--- config.mk ---
export PLATFORM = sky130hd
export DESIGN_NAME = mc_downsamp_ctrl
export DESIGN_NICKNAME = d
export VERILOG_FILES = /design/src/rtl/mc_downsamp_ctrl.sv
export SDC_FILE = /design/constraint.sdc
export NUM_CORES = 1
export LEC_CHECK = 0
export ABC_AREA = 0
export CAP_MARGIN = 40
export CELL_PAD_IN_SITES_DETAIL_PLACEMENT = 1
export CELL_PAD_IN_SITES_GLOBAL_PLACEMENT = 2
export CORE_ASPECT_RATIO = 0.8
export CORE_UTILIZATION = 29
export CTS_CLUSTER_DIAMETER = 120
export DETAILED_ROUTE_END_ITERATION = 8
export PLACE_DENSITY_LB_ADDON = 0.1
export SLEW_MARGIN = 20
export SYNTH_ARGS = -nofsm -noshare
export SYNTH_HDL_FRONTEND = slang
export SYNTH_SLANG_ARGS = --single-unit
export TNS_END_PERCENT = 1
--- constraint.sdc ---
create_clock -name clk -period 2.25 [get_ports clk]
set_input_delay 0.225 -clock clk [delete_from_list [all_inputs] [get_ports clk]]
set_output_delay 0.225 -clock clk [all_outputs]
set_load 0.02 [all_outputs]
--- src/rtl/mc_downsamp_ctrl.sv ---
// mc_downsamp_ctrl: multi-channel decimator with run-time factor/phase and a config-checking FSM.
// Optional macro DWSAMP_INTDUMP_EN selects integrate-and-dump instead of sample-pick.
`default_nettype none

module mc_downsamp_ctrl #(
  parameter int NCH        = 2,
  parameter int NBT_IN_OUT = 8,
  parameter int NBF_IN_OUT = 7,
  parameter int MAX_FACTOR = 8,
  parameter int NB_CFG     = 4
) (
  input  logic                      clk,
  input  logic                      i_reset,
  input  logic                      i_en,
  input  logic [NB_CFG-1:0]         i_factor,
  input  logic [NB_CFG-1:0]         i_phase,
  input  logic                      i_valid,
  input  logic [NCH*NBT_IN_OUT-1:0] i_data,
  output logic [NCH*NBT_IN_OUT-1:0] o_data,
  output logic                      o_valid,
  output logic                      o_locked,
  output logic                      o_cfg_err
);

  localparam int                NBD   = NCH * NBT_IN_OUT;
  localparam logic [NB_CFG-1:0] MAX_F = NB_CFG'(MAX_FACTOR);
  localparam logic [NB_CFG-1:0] ONE   = NB_CFG'(1);

  typedef enum logic [1:0] {
    IDLE  = 2'd0,
    ALIGN = 2'd1,
    RUN   = 2'd2,
    ERR   = 2'd3
  } state_t;

  state_t            state;
  state_t            state_nx;
  logic [NB_CFG-1:0] f_r;
  logic [NB_CFG-1:0] p_r;
  logic [NB_CFG-1:0] cnt;
  logic              cfg_ok;
  logic              cfg_chg;
  logic              accept;
  logic              cnt_last;
  wire               dump;
  wire  [NBD-1:0]    dump_data;

  // Parameter sets where the config width cannot hold MAX_FACTOR, or the format has no sign bit.
  generate
    if ((2 ** NB_CFG) <= MAX_FACTOR || NBF_IN_OUT >= NBT_IN_OUT) begin : g_bad_params
    end
  endgenerate

  always_comb begin
    cfg_ok   = (i_factor >= ONE) && (i_factor <= MAX_F) && (i_phase < i_factor);
    cfg_chg  = (i_factor != f_r) || (i_phase != p_r);
    cnt_last = (cnt == (f_r - ONE));
    accept   = (state == RUN) && i_en && cfg_ok && !cfg_chg && i_valid;
  end

  always_comb begin
    state_nx = state;
    case (state)
      IDLE: begin
        if (i_en) state_nx = cfg_ok ? ALIGN : ERR;
      end
      ALIGN: state_nx = RUN;
      RUN: begin
        if (!i_en)        state_nx = IDLE;
        else if (!cfg_ok) state_nx = ERR;
        else if (cfg_chg) state_nx = ALIGN;
      end
      ERR: begin
        if (!i_en)       state_nx = IDLE;
        else if (cfg_ok) state_nx = ALIGN;
      end
      default: state_nx = IDLE;
    endcase
  end

  always_ff @(posedge clk or negedge i_reset) begin
    if (!i_reset) begin
      state <= IDLE;
      f_r   <= '0;
      p_r   <= '0;
      cnt   <= '0;
    end else begin
      state <= state_nx;
      if (state == ALIGN) begin
        f_r <= i_factor;
        p_r <= i_phase;
        cnt <= '0;
      end else if (accept) begin
        cnt <= cnt_last ? '0 : cnt + ONE;
      end
    end
  end

`ifdef DWSAMP_INTDUMP_EN
  localparam int NBA = NBT_IN_OUT + NB_CFG;

  assign dump = accept && cnt_last;

  genvar ch;
  generate
    for (ch = 0; ch < NCH; ch++) begin : g_ch
      logic        [NBT_IN_OUT-1:0] smp;
      logic signed [NBA-1:0]        acc;
      logic signed [NBA-1:0]        sum;
      logic        [NB_CFG:0]       hi;
      logic        [NBT_IN_OUT-1:0] sat;

      assign smp = i_data[ch*NBT_IN_OUT +: NBT_IN_OUT];
      assign sum = acc + {{NB_CFG{smp[NBT_IN_OUT-1]}}, smp};
      assign hi  = sum[NBA-1:NBT_IN_OUT-1];

      // Headroom bits all equal to the sign means the sum fits the output width.
      always_comb begin
        if ((&hi) || !(|hi)) sat = sum[NBT_IN_OUT-1:0];
        else if (sum[NBA-1]) sat = {1'b1, {(NBT_IN_OUT-1){1'b0}}};
        else                 sat = {1'b0, {(NBT_IN_OUT-1){1'b1}}};
      end

      assign dump_data[ch*NBT_IN_OUT +: NBT_IN_OUT] = sat;

      always_ff @(posedge clk or negedge i_reset) begin
        if (!i_reset)                     acc <= '0;
        else if (state != RUN || dump)    acc <= '0;
        else if (accept)                  acc <= sum;
      end
    end
  endgenerate
`else
  assign dump      = accept && (cnt == p_r);
  assign dump_data = i_data;
`endif

  always_ff @(posedge clk or negedge i_reset) begin
    if (!i_reset) begin
      o_data  <= '0;
      o_valid <= 1'b0;
    end else begin
      o_valid <= dump;
      if (dump) o_data <= dump_data;
    end
  end

  assign o_locked  = (state == RUN);
  assign o_cfg_err = (state == ERR);

endmodule

`default_nettype wire

# Word level (Yosys, flattened, before mapping)
# Cells that the tools add are included.
dict set report word_totals {
  register_bits 31
  out_inout_bits 19
  word_cells 44
}
dict set report op_classes {
  add_sub_neg 2
  magnitude_cmp 3
  n_eq_ne 10
  mux 11
  reduce_logical 12
}
# operator count
set ops {}
lappend ops {{2-bit 2-to-1 mux} 7}
lappend ops {{4-bit 2-to-1 mux} 3}
lappend ops {{4-bit equality test} 2}
lappend ops {{4-bit != test} 2}
lappend ops {{2-bit case mux with 4 select lines} 1}
lappend ops {{1-bit logical AND} 7}
lappend ops {{4-bit by 1-bit adder with 4-bit output (second input constant)} 1}
lappend ops {{2-bit equality test (second input constant)} 2}
lappend ops {{4-bit by 1-bit >= comparator with 1-bit output (second input constant)} 1}
lappend ops {{4-bit less-or-equal comparator (second input constant)} 1}
lappend ops {{4-bit less-than comparator} 1}
lappend ops {{4-bit by 3-bit != test with 1-bit output (second input constant)} 1}
lappend ops {{4-bit by 1-bit subtractor with 4-bit output (second input constant)} 1}
lappend ops {{3-bit by 2-bit != test with 1-bit output (second input constant)} 1}
lappend ops {{3-bit AND reduction} 1}
lappend ops {{2-bit by 1-bit equality test with 1-bit output (second input constant)} 1}
lappend ops {{2-bit zero test} 1}
lappend ops {{2-bit != test (second input constant)} 1}
lappend ops {{2-bit nonzero test} 1}
lappend ops {{1-bit zero test} 1}
lappend ops {{1-bit logical OR} 1}

# Logic depth before layout (Yosys ltp)
dict set report logic_depth {
  depth_word 8
  depth_mapped 8
  depth_no_buf 6
}

# Worst setup path after synthesis
# Ideal clock, no wire load.
dict set report synth_timing {
  path_kind {register -> register}
  startpoint {register state[0]}
  endpoint {register o_data[10]}
  setup_time_ns 0.125
  arrival_ns 2.077
  setup_slack_ns 0.047
  path_stages_with_launch 8
  path_buffers 2
  period_less_slack_ns 2.203
  cell_sequence {dfrtp_1 -> nor2b_1 -> nand3_1 -> or3_1 -> or3_1 -> buf_6 -> buf_6 -> mux2_4}
}
dict set report synth_via {
  elab_chain_len 6
}
# element line
set synth_lines {}
lappend synth_lines {{start: declaration} 36} ;# state_t state;
lappend synth_lines {{start signal: assignment} 88} ;# state <= state_nx;
lappend synth_lines {{2-bit equality test} n/a}
lappend synth_lines {{net o_locked} 21} ;# output logic o_locked,
lappend synth_lines {{1-bit logical AND (4 in a row)} 58} ;# accept = (state == RUN) && i_en && cfg_ok && !cfg_chg && i_valid;
lappend synth_lines {{1-bit logical AND} 134} ;# assign dump = accept && (cnt == p_r);
lappend synth_lines {{end signal: assignment} 144} ;# if (dump) o_data <= dump_data;
lappend synth_lines {{end: declaration} 19} ;# output logic [NCH*NBT_IN_OUT-1:0] o_data,
# The timed path passes the listed nets, and every way through them passes these cells.
# A chain may end at the register's enable or synchronous reset.

# Worst setup path after layout
dict set report layout_timing {
  startpoint {input port i_phase[1]}
  endpoint {register o_data[5]}
}
dict set report layout_via {
  elab_chain_len 6
  elab_cells_between_ends 9
}
# element line
set layout_lines {}
lappend layout_lines {{start: declaration} 16} ;# input logic [NB_CFG-1:0] i_phase,
lappend layout_lines {{4-bit less-than comparator or 4-bit != test (tied branches)} {55, 56}}
lappend layout_lines {{1-bit logical AND or 1-bit logical OR (tied branches)} {55, 56}}
lappend layout_lines {{1-bit logical AND or 1-bit zero test (tied branches)} 58}
lappend layout_lines {{1-bit logical AND * (2 in a row)} 58}
lappend layout_lines {{1-bit logical AND *} 134}
# Every way passes the cells marked *; elsewhere a longest branch is shown, timed or not.

==> results.sh <==
export IMPL_hpwl_mm=3.32
export IMPL_hold_buffers=0
export IMPL_drt_wl_total_mm=4.41
export IMPL_ys_ff_latch=31
export IMPL_rows=23
export IMPL_switching_share=0.275
export IMPL_irDropWorstVdd_mv=0.284
export IMPL_status="completed"
export IMPL_clock_latency_ns=0.28
export IMPL_min_period_over_period=0.970
export IMPL_crit_fanout=8
export IMPL_p_comb_frac=0.226
export IMPL_drcViolationCount=0
export IMPL_grt_pass1_wl_mm=7.09
export IMPL_cp_data_arrival_time_ns=2.34
export IMPL_antenna_cells=0
export IMPL_initial_core_util=0.312
export IMPL_path_class="input pin to register"
export IMPL_path_clk_slew_ns=0.07
export IMPL_hold_ws_ns=0.317
export IMPL_pin_count=47
export IMPL_setup_tns_final_ns=0
export IMPL_ys_seq_area_frac=0.480
export IMPL_cts_tree="built"
export IMPL_syn_num_nets=179
export IMPL_slew_viol_final=0
export IMPL_globalplace_congestion=0.740
export IMPL_syn_inst=146
export IMPL_nets=250
export IMPL_fin_crit_ns=2.18
export IMPL_hold_viol_final=0
export IMPL_die_area_mm2=0.00587
export IMPL_finClkSkew_ns=0.00835
export IMPL_min_path_type="input pin to register"
export IMPL_postLayoutSetupSlackWorst_ns=0.0679
export IMPL_numPortBuffers=46
export IMPL_final_cells=280
export IMPL_antenna_found_initial=0
export IMPL_syn_to_final_growth_pct=54.1
export IMPL_cts_buffer_depth=2
export IMPL_drv_cap=0
export IMPL_intPower_mw=1.16
export IMPL_numClockSinks=31
export IMPL_setup_viol=0
export IMPL_power_frac_seq=0.414
export IMPL_die_width_um=85.4
export IMPL_drive_gt1_frac=0.220
export IMPL_dr_pass1_iters=4
export IMPL_end_kind="register"
export IMPL_synth_area_mm2=0.00162
export IMPL_power_leakage_nw=1.20
export IMPL_start_kind="input pin"
export IMPL_grt_ovfl_total=0
export IMPL_dp_slack_ns=-0.370
export IMPL_ys_types=30
export IMPL_required_ns=2.41
export IMPL_synth_avg_cell_area_um2=11.1
export IMPL_routedWlPerCell_um=15.8
export IMPL_grt_total_usage=0.163
export IMPL_viasPerCell=4.80
export IMPL_grt_max_degree=32
export IMPL_place_inst=268
export IMPL_p_clk_frac=0.360
export IMPL_cts_buffers=5
export IMPL_yosysWarnings=0
export IMPL_vias=1344
export IMPL_die_h_um=68.8
export IMPL_stdcell_area_mm2=0.00249
export IMPL_postPlaceCellArea_mm2=0.00227
export IMPL_h_tree_depth=2
export IMPL_grt_pass1_vias=1404
export IMPL_drtIter0Drc=31
export IMPL_fmax_ghz=0.458
export IMPL_slew_headroom=0.668
export IMPL_power_switching_mw=0.439
export IMPL_coreArea_mm2=0.00518
export IMPL_p_per_area_mw_per_mm2=642
export IMPL_cts_root_buf="clkbuf_8"
export IMPL_ant_nets=0
export IMPL_worst_pin_slew_ns=0.499
## registers in the layout, summed over array words and instances (netlist names)
| register | flops |
|---|---|
| o_valid | 1 |
| p_r | 4 |
| o_data | 16 |
| state | 2 |
| f_r | 4 |
| cnt | 4 |
## logic make-up after synthesis
family / share of synthesized area
AO/OA/AOI/OAI: 0.0682
adder cells (fa/ha/maj): 0.0387
buffers and inverters: 0.0325
multiplexers: 0.135
XOR/XNOR: 0.0976
AND/OR/NAND/NOR: 0.148
flip-flops: 0.480
## worst paths after layout
check / startpoint / end / slack (ns) / cells after the start
max in group asynchronous: i_reset / state[0]$_DFFE_PN0P_ / 1.60 / 2
setup / recovery: i_phase[1] / o_data[5]$_DFFE_PN0P_ / 0.07 / 8
min in group asynchronous: i_reset / p_r[1]$_DFFE_PN0N_ / 0.34 / 2
hold / removal: i_factor[3] / f_r[3]$_DFFE_PN0N_ / 0.32 / 3
setup reg to reg: f_r[2]$_DFFE_PN0N_ / o_data[5]$_DFFE_PN0P_ / 0.13 / 6
hold reg to reg: o_data[1]$_DFFE_PN0P_ / o_data[1]$_DFFE_PN0P_ / 0.50 / 1
## worst max-delay path: stages
cell	delay [ns]
clkdlybuf4s50_1	0.43
buf_4	0.16
xnor2_2	0.15
nand4_1	0.16
or3_1	0.33
or3_4	0.42
buf_12	0.16
mux2_1	0.31
## cell usage after synthesis, drive strengths merged
cell type,number,area share
dfrtp,31,0.48
nand2,19,0.044
mux2,16,0.13
xnor2,11,0.060
o21ai,9,0.028
xor2,7,0.038
inv,6,0.014
nand3,6,0.019
ha,5,0.039
nor3,5,0.015
nand4,4,0.015
or3,4,0.015
a211oi,3,0.014
a21oi,2,0.0062
buf,2,0.014
clkbuf,2,0.0046
nand2b,2,0.0077
nor2b,2,0.0077
and2,1,0.0039
and3,1,0.0039
nand4b,1,0.0054
nor2,1,0.0023
nor4,1,0.0039
o211a,1,0.0062
o211ai,1,0.0046
o22ai,1,0.0039
o31a,1,0.0054
or2,1,0.0039
## repair_timing
item / in CTS / in global routing
setup endpoints to repair: 16 / 16
resized for setup: 11 / 4
cloned: 1 / 0
setup buffers: 3 / 0
pin swaps: 4 / 2
## power by group through the flow
stage	clock (mW)	combinational (mW)	sequential, mW
finish	0.575	0.361	0.661
detailed placement	0	0.338	0.666
floorplan	0	0.185	0.650
global route	0.617	0.402	0.670
global placement	0	0.326	0.664
CTS	0.593	0.360	0.659
## through the flow
stage,utilization,total power [mW]
2_1_floorplan,-,0.835
3_3_place_gp,0.438,0.990
3_5_place_dp,0.438,1.00
4_1_cts,0.477,1.61
5_1_grt,0.480,1.69
6_report,0.480,1.60
## layout by cell type (no fill, tap or decap), types with 2 or more instances in the layout
cell              n
buf_4            19
o21ai_1           3
xnor2_1           7
clkbuf_8          6
dlymetal6s2s_1    2
clkdlybuf4s50_1  41
nor2b_1           2
dlygate4sd2_1     3
mux2_4           10
xnor2_2           4
or3_1             3
mux2_1            6
xor2_1            7
a21oi_1           2
nor3_1            4
nand2b_1          2
dfrtp_1          31
nand4_1           4
nand3_1           6
nand2_1          19
ha_1              5
a211oi_1          2
o21ai_0           6
inv_1             6
## routing by layer
| layer | global-route usage | up-vias | part of all wire | wire length [um] |
|---|---|---|---|---|
| met2 | 0.254 | 32 | 0.47 | 2090 |
| met4 | 0.0542 | 0 | 0.0070 | 31 |
| met5 | 0 | - | 0 | 0 |
| li1 | - | 652 | - | - |
| met3 | 0.0369 | 4 | 0.035 | 156 |
| met1 | 0.226 | 656 | 0.48 | 2130 |
## area by class of cell
class	count	area (um2)
Clock buffer	6	82.6
Clock inverter	2	35.0
Fill cell	580	2690
Inverter	6	22.5
Multi-Input combinational cell	105	832
Sequential cell	31	776
Tap cell	62	77.6
Timing Repair Buffer	68	663
Note: power is estimated with default switching activity, not from simulation.
